$ cat config.mk
export PLATFORM = sky130hd
export DESIGN_NAME = alu_dp_sequencer
export DESIGN_NICKNAME = d
export VERILOG_FILES = /design/src/rtl/alu_seq_pkg.sv /design/src/rtl/alu_cond_eval.sv /design/src/rtl/alu_dp_sequencer.sv
export SDC_FILE = /design/constraint.sdc
export NUM_CORES = 1
export LEC_CHECK = 0
export CORE_MARGIN = 2
export CORE_UTILIZATION = 37
export CTS_CLUSTER_DIAMETER = 30
export CTS_CLUSTER_SIZE = 28
export DETAILED_ROUTE_END_ITERATION = 8
export PLACE_DENSITY = 0.8
export SLEW_MARGIN = 20
export SYNTH_ARGS = -nofsm -noshare
export SYNTH_HDL_FRONTEND = slang
export SYNTH_SLANG_ARGS = --single-unit
$ cat constraint.sdc
create_clock -name CLK -period 1.7 [get_ports CLK]
set_input_delay 0.255 -clock CLK [delete_from_list [all_inputs] [get_ports CLK]]
set_output_delay 0.255 -clock CLK [all_outputs]
set_load 0.01 [all_outputs]
$ cat src/rtl/alu_seq_pkg.sv
// alu_seq_pkg: shared types and constants for the data-processing sequencer.
// State encoding, ARM condition codes, opcode classes and NZCV bit positions.
package alu_seq_pkg;

    localparam int DATA_W = 32;

    typedef enum logic [1:0] {
        IDLE = 2'd0,
        EXEC = 2'd1,
        WB   = 2'd2
    } state_t;

    // ARM condition field encodings
    localparam logic [3:0] COND_EQ = 4'h0;
    localparam logic [3:0] COND_NE = 4'h1;
    localparam logic [3:0] COND_CS = 4'h2;
    localparam logic [3:0] COND_CC = 4'h3;
    localparam logic [3:0] COND_MI = 4'h4;
    localparam logic [3:0] COND_PL = 4'h5;
    localparam logic [3:0] COND_VS = 4'h6;
    localparam logic [3:0] COND_VC = 4'h7;
    localparam logic [3:0] COND_HI = 4'h8;
    localparam logic [3:0] COND_LS = 4'h9;
    localparam logic [3:0] COND_GE = 4'hA;
    localparam logic [3:0] COND_LT = 4'hB;
    localparam logic [3:0] COND_GT = 4'hC;
    localparam logic [3:0] COND_LE = 4'hD;
    localparam logic [3:0] COND_AL = 4'hE;
    localparam logic [3:0] COND_NV = 4'hF;

    // Opcode encodings shared with the ALU function select
    localparam logic [3:0] OPC_AND = 4'h0;
    localparam logic [3:0] OPC_EOR = 4'h1;
    localparam logic [3:0] OPC_SUB = 4'h2;
    localparam logic [3:0] OPC_RSC = 4'h7;
    localparam logic [3:0] OPC_TST = 4'h8;
    localparam logic [3:0] OPC_CMP = 4'hA;
    localparam logic [3:0] OPC_CMN = 4'hB;
    localparam logic [3:0] OPC_MOV = 4'hD;

    // NZCV bit positions within the flags register
    localparam int NZCV_N = 3;
    localparam int NZCV_Z = 2;
    localparam int NZCV_C = 1;
    localparam int NZCV_V = 0;

    // TST/TEQ/CMP/CMN: flags only, never a register write
    function automatic logic is_test(input logic [3:0] opc);
        return (opc[3:2] == 2'b10);
    endfunction

    // Arithmetic class takes C and V from the adder; everything else is logical
    function automatic logic is_arith(input logic [3:0] opc);
        return ((opc >= OPC_SUB) && (opc <= OPC_RSC)) || (opc == OPC_CMP) || (opc == OPC_CMN);
    endfunction

endpackage

$ cat src/rtl/alu_cond_eval.sv
// alu_cond_eval: combinational ARM condition-code check against NZCV.
// Used by alu_dp_sequencer only when ALU_SEQ_COND_EN is defined.
module alu_cond_eval
    import alu_seq_pkg::*;
(
    input  logic [3:0] cond,
    input  logic [3:0] nzcv,
    output logic       pass
);

    logic n, z, c, v;

    assign n = nzcv[NZCV_N];
    assign z = nzcv[NZCV_Z];
    assign c = nzcv[NZCV_C];
    assign v = nzcv[NZCV_V];

    // Decode the condition field into a single pass/fail bit
    always_comb begin
        pass = 1'b0;
        case (cond)
            COND_EQ: pass = z;
            COND_NE: pass = !z;
            COND_CS: pass = c;
            COND_CC: pass = !c;
            COND_MI: pass = n;
            COND_PL: pass = !n;
            COND_VS: pass = v;
            COND_VC: pass = !v;
            COND_HI: pass = c && !z;
            COND_LS: pass = !c || z;
            COND_GE: pass = (n == v);
            COND_LT: pass = (n != v);
            COND_GT: pass = !z && (n == v);
            COND_LE: pass = z || (n != v);
            COND_AL: pass = 1'b1;
            COND_NV: pass = 1'b0;
            default: pass = 1'b0;
        endcase
    end

endmodule

$ cat src/rtl/alu_dp_sequencer.sv
// alu_dp_sequencer: three-cycle IDLE/EXEC/WB sequencer for data-processing
// instructions through an external combinational ALU. Owns NZCV.
// Optional build macro: ALU_SEQ_COND_EN enables condition-code evaluation;
// without it every instruction executes and SKIPPED stays low.
module alu_dp_sequencer
    import alu_seq_pkg::*;
#(
    parameter logic [3:0] FLAGS_RESET = 4'b0000
) (
    input  logic              CLK,
    input  logic              RESET,
    input  logic              REQ_VALID,
    output logic              REQ_READY,
    input  logic [3:0]        REQ_COND,
    input  logic [3:0]        REQ_OPC,
    input  logic              REQ_S,
    input  logic [3:0]        REQ_RD,
    input  logic [DATA_W-1:0] REQ_A,
    input  logic [DATA_W-1:0] REQ_B,
    input  logic              REQ_SHC,
    output logic [3:0]        ALU_FN,
    output logic [DATA_W-1:0] ALU_LEFT,
    output logic [DATA_W-1:0] ALU_RIGHT,
    output logic              ALU_CIN,
    input  logic [DATA_W-1:0] ALU_RESULT,
    input  logic              ALU_Z,
    input  logic              ALU_N,
    input  logic              ALU_C,
    input  logic              ALU_V,
    output logic              WB_EN,
    output logic [3:0]        WB_RD,
    output logic [DATA_W-1:0] WB_DATA,
    output logic [3:0]        FLAGS,
    input  logic              FLAG_WE,
    input  logic [3:0]        FLAG_IN,
    output logic              DONE,
    output logic              SKIPPED
);

    state_t              state;

    logic [3:0]          opc_p0;
    logic                s_p0;
    logic [3:0]          rd_p0;
    logic [DATA_W-1:0]   a_p0;
    logic [DATA_W-1:0]   b_p0;
    logic                shc_p0;

    logic                pass_p1;
    logic [3:0]          nzcv_p1;

    logic                done_q;
    logic                wb_en_q;
    logic [3:0]          wb_rd_q;
    logic [DATA_W-1:0]   wb_data_q;
    logic [3:0]          flags_q;

    logic                cond_pass;
    logic                flag_upd;
    logic [3:0]          flag_next;

`ifdef ALU_SEQ_COND_EN
    logic [3:0]          cond_p0;
    logic                skipped_q;

    alu_cond_eval u_cond_eval (
        .cond (cond_p0),
        .nzcv (flags_q),
        .pass (cond_pass)
    );

    // Skip pulse accompanies DONE when the condition failed in EXEC
    always_ff @(posedge CLK) begin
        if (RESET) begin
            skipped_q <= 1'b0;
        end else begin
            skipped_q <= (state == EXEC) && !cond_pass;
        end
    end

    assign SKIPPED = skipped_q;
`else
    logic                unused_cond;

    assign unused_cond = ^REQ_COND;
    assign cond_pass   = 1'b1;
    assign SKIPPED     = 1'b0;
`endif

    assign REQ_READY = (state == IDLE);
    assign ALU_FN    = opc_p0;
    assign ALU_LEFT  = a_p0;
    assign ALU_RIGHT = b_p0;
    assign ALU_CIN   = flags_q[NZCV_C];
    assign WB_EN     = wb_en_q;
    assign WB_RD     = wb_rd_q;
    assign WB_DATA   = wb_data_q;
    assign DONE      = done_q;
    assign FLAGS     = flags_q;

    // Accept in IDLE, capture ALU result in EXEC, retire in WB
    always_ff @(posedge CLK) begin
        if (RESET) begin
            state     <= IDLE;
            done_q    <= 1'b0;
            wb_en_q   <= 1'b0;
            wb_rd_q   <= '0;
            wb_data_q <= '0;
            opc_p0    <= OPC_MOV;
            a_p0      <= '0;
            b_p0      <= '0;
        end else begin
            done_q  <= 1'b0;
            wb_en_q <= 1'b0;
            case (state)
                IDLE: begin
                    if (REQ_VALID) begin
                        state  <= EXEC;
                        opc_p0 <= REQ_OPC;
                        s_p0   <= REQ_S;
                        rd_p0  <= REQ_RD;
                        a_p0   <= REQ_A;
                        b_p0   <= REQ_B;
                        shc_p0 <= REQ_SHC;
`ifdef ALU_SEQ_COND_EN
                        cond_p0 <= REQ_COND;
`endif
                    end
                end
                EXEC: begin
                    state     <= WB;
                    pass_p1   <= cond_pass;
                    nzcv_p1   <= {ALU_N, ALU_Z, ALU_C, ALU_V};
                    wb_data_q <= ALU_RESULT;
                    wb_rd_q   <= rd_p0;
                    wb_en_q   <= cond_pass && !is_test(opc_p0);
                    done_q    <= 1'b1;
                end
                WB: begin
                    state <= IDLE;
                end
                default: begin
                    state <= IDLE;
                end
            endcase
        end
    end

    // Sequencer flag update happens on the WB edge of a passing S/test instruction
    always_comb begin
        flag_upd  = (state == WB) && pass_p1 && (s_p0 || is_test(opc_p0));
        flag_next = nzcv_p1;
        if (!is_arith(opc_p0)) begin
            flag_next = {nzcv_p1[NZCV_N], nzcv_p1[NZCV_Z], shc_p0, flags_q[NZCV_V]};
        end
    end

    // NZCV register: sequencer update beats an external MSR write on the same edge
    always_ff @(posedge CLK) begin
        if (RESET) begin
            flags_q <= FLAGS_RESET;
        end else if (flag_upd) begin
            flags_q <= flag_next;
        end else if (FLAG_WE) begin
            flags_q <= FLAG_IN;
        end
    end

endmodule
# After elaboration in Yosys (flattened, before gate mapping)
# Cells that the tools add are included.
# totals
ff_bits,122
latchBits,0
ramBits,0
mem_bits_ro,0
in_bits,122
out_inout_bits,113
mem_count,0
# classes
addsub,0
n_mul,0
div_mod_pow,0
order_cmp,2
n_eq_ne,7
n_shift,0
n_mux,6
n_bitwise,2
n_reduce_logical,13
# op_table
operator,n
"4-bit == test, second input constant",2
4-bit two-way mux,2
2-bit AND reduction,3
"2-bit == test, second input constant",2
"4-bit by 2-bit >= comparator with 1-bit output, second input constant",1
"4-bit by 3-bit less-or-equal comparator with 1-bit output, second input constant",1
2-bit two-way mux,2
2-bit one-hot mux with 2 select lines,1
1-bit logical OR,3
3-bit AND reduction,1
"2-bit by 1-bit == test with 1-bit output, second input constant",1
1-bit logical AND,2
2-bit zero test,1
"2-bit by 1-bit inequality test with 1-bit output, second input constant",1
"2-bit inequality test, second input constant",1
1-bit inverter,2
2-bit nonzero test,1
2-bit OR reduction,1
1-bit zero test,1
1-bit two-way mux,1

# Depth between registers and ports, before layout
# Gate-level depths: netlist (run 1).
# depth
depth_word,6
mapped_depth,7
ltp_nobuf,4

# Least setup slack after synthesis (run 1)
# No wires, ideal clock.
# synth_timing
path_kind,register to register
startpoint,reg state[1]
endpoint,reg rd_p0[0] (enable)
arrival_time_ns,1.102
required_ns,1.350
slack_ns,0.248
stages_incl_launch_ff,5
path_buffers,1
cell_sequence,dfxtp_1 -> nor2_4 -> nand2_1 -> clkbuf_1 -> nor2_1
# synth_via
elab_chain_len,2
# synth_lines
element,line_no,rtl
start: declaration,alu_dp_sequencer.sv:40,state_t state;
start signal: assignment,alu_dp_sequencer.sv:104,state <= IDLE;
start signal: assignment,alu_dp_sequencer.sv:118,state <= EXEC;
start signal: assignment,alu_dp_sequencer.sv:131,state <= WB;
2-bit zero test,n/a,
via REQ_READY,alu_dp_sequencer.sv:13,"output logic REQ_READY,"
3-bit AND reduction (no source line),n/a,
end signal: assignment,alu_dp_sequencer.sv:121,rd_p0 <= REQ_RD;
end: declaration,alu_dp_sequencer.sv:44,logic [3:0] rd_p0;
# The timed path passes the listed nets, and every way through them passes these cells.
# A chain may end at the register's enable or synchronous reset.

# Worst setup path after layout (run 1)
# layout_timing
startpoint,"reg opc_p0[2], in the netlist ALU_FN[2]"
endpoint,out ALU_FN[2]
# layout_rtl
element,line_no,rtl
start: declaration,alu_dp_sequencer.sv:42,logic [3:0] opc_p0;
start signal: assignment,alu_dp_sequencer.sv:109,opc_p0 <= OPC_MOV;
start signal: assignment,alu_dp_sequencer.sv:119,opc_p0 <= REQ_OPC;
end: declaration,alu_dp_sequencer.sv:21,"output logic [3:0] ALU_FN,"
# No word-level cell between the ends.

==> reports/qor.yml, run 1 <==
run_status:
  outcome: "complete, no violations"
power_and_ir_drop:
  comb_power_share: 0.146
  internal-power_mw: 5.80
  seq_power_share: 0.417
  switching_share: 0.232
  switchingPower_mw: 1.75
  power_leakage_nw: 2.72
  power_density_mw_per_mm2: 1040
  pwr-share-clk: 0.437
  ir_worst_vdd_v: 0.000482
synthesis:
  ys_ff_latch: 122
  synth_seq_area_share: 0.589
  syn_avg_cell_area_um2: 8.58
  synth_edf_count: 10
  syn_inst: 503
  synth_flop_cell: "dfxtp_1"
  synth_cell_types: 23
  syn_nets: 625
  yosys_warnings: 0
  netlist_area_mm2: 0.00431
  async_reset_ff_frac: 0
sta:
  final-hold-violation-count: 0
  fin_skew_ns: 0.00787
  fmax_mhz: 617
  setup_viol: 0
  final.setup.tns_ns: 0
  fin_crit_ns: 1.62
  post-route-period-util: 0.953
  drv_slew: 0
  rsz0062_at_grt: "no"
setup_path:
  crit_path_start: "ALU_FN[2]"
  crit_type: "register to primary output"
  reg2reg_from: "state[1]"
  crit_buf_inv: 1
  crit_chain: "clkdlybuf4s50_1"
  crit_fanout: 4
  cp-end-kind: "primary output"
  slowest_stage: "clkdlybuf4s50_1"
  startpoint_type: "register"
  r2r_slack_ns: 0.37
  arrival_ns: 1.37
  rr_worst_depth: 4
  crit_family: "buffers and inverters"
  cp_slowest_stage_delay_ns: 0.57
  required_ns: 1.44
  rr_endpoint: "WB_DATA[2]"
detailed_routing:
  drt_iter0_drc: 156
  top_layer_used: "met4"
  wl_met2_mm: 6.35
  drcViolationCount: 0
  wire_per_inst_um: 14.4
  wl_mm: 12.6
  first_pass_iters: 4
  via_per_inst: 4.71
  met3_length_um: 934
  vias: 4147
  wl_met1_mm: 5.05
  ant_nets: 0
placed_design:
  gp_congestion: 0.813
  port_buffers: 229
  hpwl_mm: 9.29
  placed_cell_area_mm2: 0.00674
global_routing:
  grt_antenna_before_repair: 0
  grt_max_degree: 39
  grt_usage: 0.201
  grt_pass1_wl_mm: 20.3
  grt_overflow: 0
  grt_pass1_vias: 4162
job:
  max_cap_viol_count: 0
floorplanning:
  num_rows: 39
  dieWidth_um: 112
  io_pins: 235
  die_h_um: 112
  die_area_mm2: 0.0125
  start_util: 0.378
  fp.coreArea_mm2: 0.0114
clock_tree:
  ctsHoldBuffers: 0
  numCtsBuffers: 17
  post_cts_resized: 1
  clk_latency_ns: 0.40
  root_buffer: "clkbuf_16"
  cts_htree_levels: 4
  cts_tree: "done"
  clockBufferDepth: 2
  cts.clk_slew.worst_paths_ns: 0.05
  cts_setup_buffers: 0
  numClockSinks: 122
finish:
  area_growth_pct: 68.9
  fin_area_mm2: 0.00728
  nFillCells: 965
  nets: 847
  num_antenna_cells: 0
  drive_gt1_frac: 0.0882
worst_hold_path:
  holdCritPathClass: "input pin to register"
  min_path_cells: 2
  hp-start: "RESET"
  min_to: "WB_RD[2]"
## cells in the final DEF (no fill, tap or decap)
cell / n
clkdlybuf4s50_1: 227
nand2_1: 198
dfxtp_1: 112
a21oi_1: 93
clkbuf_16: 17
edfxtp_1: 10
nand2_2: 9
a21oi_2: 9
nor2_1: 8
buf_4: 8
clkinv_2: 7
mux2i_1: 5
buf_12: 5
a211oi_1: 4
nand2b_1: 3
clkbuf_8: 3
mux2_2: 2
inv_1: 2
nor2b_1: 2
nand3b_1: 2
clkbuf_1: 2
nor2_4: 1
and2_2: 1
nor2b_2: 1
a211o_1: 1
and2_1: 1
conb_1: 1
bufinv_16: 1
inv_4: 1
dlygate4sd2_1: 1
## area by class of cell
cell class | count | area, um^2 | area share
Multi-Input combinational cell | 341 | 1570 | 0.215
Sequential cell | 122 | 2540 | 0.349
Clock inverter | 9 | 71.3 | 0.00979
Inverter | 2 | 7.51 | 0.00103
Timing Repair Buffer | 241 | 2440 | 0.335
Clock buffer | 22 | 474 | 0.0651
Tap cell | 143 | 179 | 0.0246
## worst max path at each step
stage	to	slack (ns)	cells after the start
2_1_floorplan	rd_p0[0]	0.25	4
3_3_place_gp	ALU_RIGHT[30]	0.20	5
3_5_place_dp	ALU_RIGHT[28]	0.14	5
4_1_cts	ALU_FN[2]	0.07	1
5_1_grt	ALU_FN[2]	0.04	1
6_report	ALU_FN[2]	0.08	1
## cells in the mapped netlist (3+ instances only)
cell type | n | area (um^2)
nand2_1 | 199 | 747
dfxtp_1 | 112 | 2240
a21oi_1 | 93 | 465
buf_2 | 14 | 70.1
clkbuf_1 | 13 | 48.8
edfxtp_1 | 10 | 300
a21oi_2 | 9 | 78.8
nand2_2 | 8 | 50.1
nor2_1 | 8 | 30.0
buf_4 | 5 | 37.5
mux2i_1 | 5 | 50.1
a211oi_1 | 4 | 30.0
buf_1 | 3 | 11.3
buf_6 | 3 | 33.8
nand2b_1 | 3 | 18.8
nor2b_1 | 3 | 18.8
## metal layers
metal | vias to the layer above | global-route usage
li1 | 2057 | -
met1 | 1899 | 0.217
met2 | 165 | 0.356
met3 | 26 | 0.0713
met4 | 0 | 0.0862
met5 | - | 0
## power groups by stage
stage / clock, mW / sequential [mW] / combinational (mW)
after global placement: 0 / 3.20 / 1.09
final: 3.30 / 3.15 / 1.10
after CTS: 3.36 / 3.15 / 1.11
after detailed placement: 0 / 3.21 / 1.11
after global routing: 3.52 / 3.16 / 1.19
after floorplan: 0 / 3.27 / 0.364
## per-stage QoR
stage	utilization	std cells	power, mW	hold WS [ns]	setup slack [ns]
final	0.638	880	7.55	0.242	0.0794
after global routing	0.638	880	7.87	0.244	0.0351
after CTS	0.638	880	7.63	0.236	0.0707
after detailed placement	0.590	849	4.32	0.446	0.140
after global placement	0.590	849	4.28	0.442	0.202
after floorplan	-	503	3.63	0.354	0.248
## kinds of logic (layout without fill, tap and decap cells)
kind of cell,count (synthesis),in the layout,share of synthesized area
AND/OR/NAND/NOR,226,226,0.209
flip-flops,122,122,0.589
AO/OA/AOI/OAI,107,107,0.135
buffers and inverters,40,274,0.0484
multiplexers,7,7,0.0168
other,1,1,0.000869
## state kept, by name, indices dropped and copies added (netlist names)
name       count
ALU_RIGHT     32
WB_DATA       32
nzcv_p1        4
shc_p0         1
FLAGS          4
state          2
ALU_FN         4
ALU_LEFT      32
DONE           1
s_p0           1
rd_p0          4
WB_EN          1
WB_RD          4
(Power assumes the default switching activity.)
==> run 2: changes to the inputs <==
--- a/config.mk
+++ b/config.mk
@@ -5,11 +5,13 @@
 export SDC_FILE = /design/constraint.sdc
 export NUM_CORES = 1
 export LEC_CHECK = 0
+export CAP_MARGIN = 15
 export CORE_MARGIN = 2
 export CORE_UTILIZATION = 37
 export CTS_CLUSTER_DIAMETER = 30
 export CTS_CLUSTER_SIZE = 28
 export DETAILED_ROUTE_END_ITERATION = 8
+export GPL_ROUTABILITY_DRIVEN = 0
 export PLACE_DENSITY = 0.8
 export SLEW_MARGIN = 20
 export SYNTH_ARGS = -nofsm -noshare
==> results of run 2 <==
Same layout as run 1: the final DEF is identical, and so are final timing and power.
==> run 3: changes to the inputs <==
--- a/config.mk
+++ b/config.mk
@@ -6,13 +6,17 @@
 export NUM_CORES = 1
 export LEC_CHECK = 0
 export CAP_MARGIN = 15
+export CELL_PAD_IN_SITES_DETAIL_PLACEMENT = 1
+export CELL_PAD_IN_SITES_GLOBAL_PLACEMENT = 1
+export CORE_ASPECT_RATIO = 0.7
 export CORE_MARGIN = 2
-export CORE_UTILIZATION = 37
+export CORE_UTILIZATION = 27
 export CTS_CLUSTER_DIAMETER = 30
 export CTS_CLUSTER_SIZE = 28
 export DETAILED_ROUTE_END_ITERATION = 8
 export GPL_ROUTABILITY_DRIVEN = 0
-export PLACE_DENSITY = 0.8
+export MAX_ROUTING_LAYER = met4
+export PLACE_DENSITY = 0.83
 export SLEW_MARGIN = 20
 export SYNTH_ARGS = -nofsm -noshare
 export SYNTH_HDL_FRONTEND = slang
==> reports/qor.yml, run 3 (same netlist as run 1, synthesis figures left out) <==
run_status:
  outcome: "complete, no violations"
floorplanning:
  io_pins: 235  # unchanged
  num_rows: 38  # -2.6%
  dieWidth_um: 155  # +38%
  die_h_um: 110  # -2.0%
  die_area_mm2: 0.0170  # +36%
  fp.coreArea_mm2: 0.0155  # +36%
  start_util: 0.277  # -0.100
sta:
  fin_skew_ns: 0.00935  # +0.00148 ns
  fmax_mhz: 614  # -0.56%
  final.setup.tns_ns: 0  # unchanged
  slew_headroom: 0.616
  setup_viol: 0  # unchanged
  drv_slew: 0  # unchanged
  post-route-period-util: 0.959  # +0.00538
  final-hold-violation-count: 0  # unchanged
  worst_pin_slew_ns: 0.576
  fin_crit_ns: 1.63  # +0.00914 ns
  rsz0062_at_grt: "no"
clock_tree:
  root_buffer: "clkbuf_16"
  clk_latency_ns: 0.41  # about the same
  cts_setup_buffers: 0  # unchanged
  cts_tree: "done"
  clockBufferDepth: 2  # unchanged
  cts.clk_slew.worst_paths_ns: 0.06  # about the same
  numClockSinks: 122  # unchanged
  numCtsBuffers: 17  # unchanged
  cts_htree_levels: 4  # unchanged
setup_path:
  cp_slowest_stage_delay_ns: 0.59  # +0.02 ns
  crit_fanout: 4  # unchanged
  arrival_ns: 1.37  # about the same
  cp-end-kind: "primary output"
  crit_family: "buffers and inverters"
  startpoint_type: "register"
  cp_num_cells: 1  # unchanged
  rr_worst_depth: 4  # unchanged
  slowest_stage: "clkdlybuf4s50_1"
  crit_chain: "clkdlybuf4s50_1"
  crit_buf_inv: 1  # unchanged
  required_ns: 1.44  # about the same
  crit_type: "register to primary output"
detailed_routing:
  first_pass_iters: 4  # unchanged
  drt_iter0_drc: 160  # +2.6%
  via_per_inst: 4.49  # -4.7%
  vias: 4214  # +1.6%
  ant_nets: 0  # unchanged
  wl_mm: 14.7  # +16%
  wire_per_inst_um: 15.6  # +8.9%
  drcViolationCount: 0  # unchanged
placed_design:
  dp_cells: 906  # +6.7%
  hpwl_mm: 10.6  # +14%
  placed_cell_area_mm2: 0.00680  # +0.87%
  port_buffers: 229  # unchanged
power_and_ir_drop:
  ir_worst_vdd_v: 0.000607  # +26%
  internal-power_mw: 5.69  # -1.9%
  switchingPower_mw: 1.82  # +3.8%
  comb_power_share: 0.150  # +0.004
  power_leakage_nw: 2.68  # -1.4%
  power_mw: 7.51  # -0.59%
  switching_share: 0.243  # +0.0103
  power_density_mw_per_mm2: 1030  # -1.1%
  seq_power_share: 0.420  # +0.003
  pwr-share-clk: 0.430  # -0.007
finish:
  area_growth_pct: 69.7
  layout.cells.non_filler: 938  # +6.6%
  drive_gt1_frac: 0.0813  # -0.00689
  final_common_cell: "clkdlybuf4s50_1"
  fin_area_mm2: 0.00732  # +0.50%
  final_cell_mix: "clkdlybuf4s50_1 (227), nand2_1 (198), dfxtp_1 (112)"
  fin_util: 0.471  # -0.167
  nets: 847  # unchanged
  num_antenna_cells: 0  # unchanged
global_routing:
  grt_pass1_wl_mm: 22.4  # +11%
  grt_overflow: 0  # unchanged
  grt_usage: 0.176  # -0.0248
  grt_max_degree: 54  # +38%
  grt_antenna_before_repair: 0  # unchanged
  grt_pass1_vias: 4452  # +7.0%
worst_hold_path:
  min_path_cells: 2  # unchanged
  holdCritPathClass: "input pin to register"
job:
  max_cap_viol_count: 0  # unchanged
-- run 3: cell type report --
cell class	count	area [um^2]
tap	200	250
sequential	122	2540
clock buffer	23	448
clock inverter	9	75.1
inverter	2	7.51
multi-input combinational	341	1570
fill	1796	8230
timing repair buffer	241	2430
-- run 3: layer usage --
metal | GRT usage | vias up | share of wire
met2 | 0.296 | 156 | 0.48
met3 | 0.0674 | 19 | 0.080
met5 | - | - | 0
met1 | 0.193 | 1975 | 0.43
met4 | 0.0622 | 0 | 0.014
li1 | - | 2064 | -
-- run 3: path summary, 6_finish.rpt --
path                      from            to  slack [ns]
hold / removal           RESET      WB_RD[3]        0.17
hold reg to reg   ALU_LEFT[20]  ALU_LEFT[20]        0.46
setup reg to reg      state[1]    WB_DATA[6]        0.37
setup / recovery     ALU_FN[2]     ALU_FN[2]        0.07
-- run 3: power by group through the flow --
stage / sequential, mW / clock, mW / combinational, mW
final: 3.15 / 3.23 / 1.13
after global routing: 3.17 / 3.45 / 1.22
after CTS: 3.15 / 3.33 / 1.14
after detailed placement: 3.21 / 0 / 1.14
after global placement: 3.20 / 0 / 1.10
after floorplan: 3.27 / 0 / 0.364
-- run 3: repair_timing --
action | in CTS | in global routing
hold buffers | 0 | 0
endpoints found under the setup margin | 1 | 0
resized for setup | 1 | 0
-- run 3: through the flow --
step	setup WS [ns]	hold WS, ns
global placement	0.202	0.443
global route	0.00815	0.180
finish	0.0703	0.175
CTS	0.0351	0.159
floorplan	0.248	0.354
detailed placement	0.147	0.450
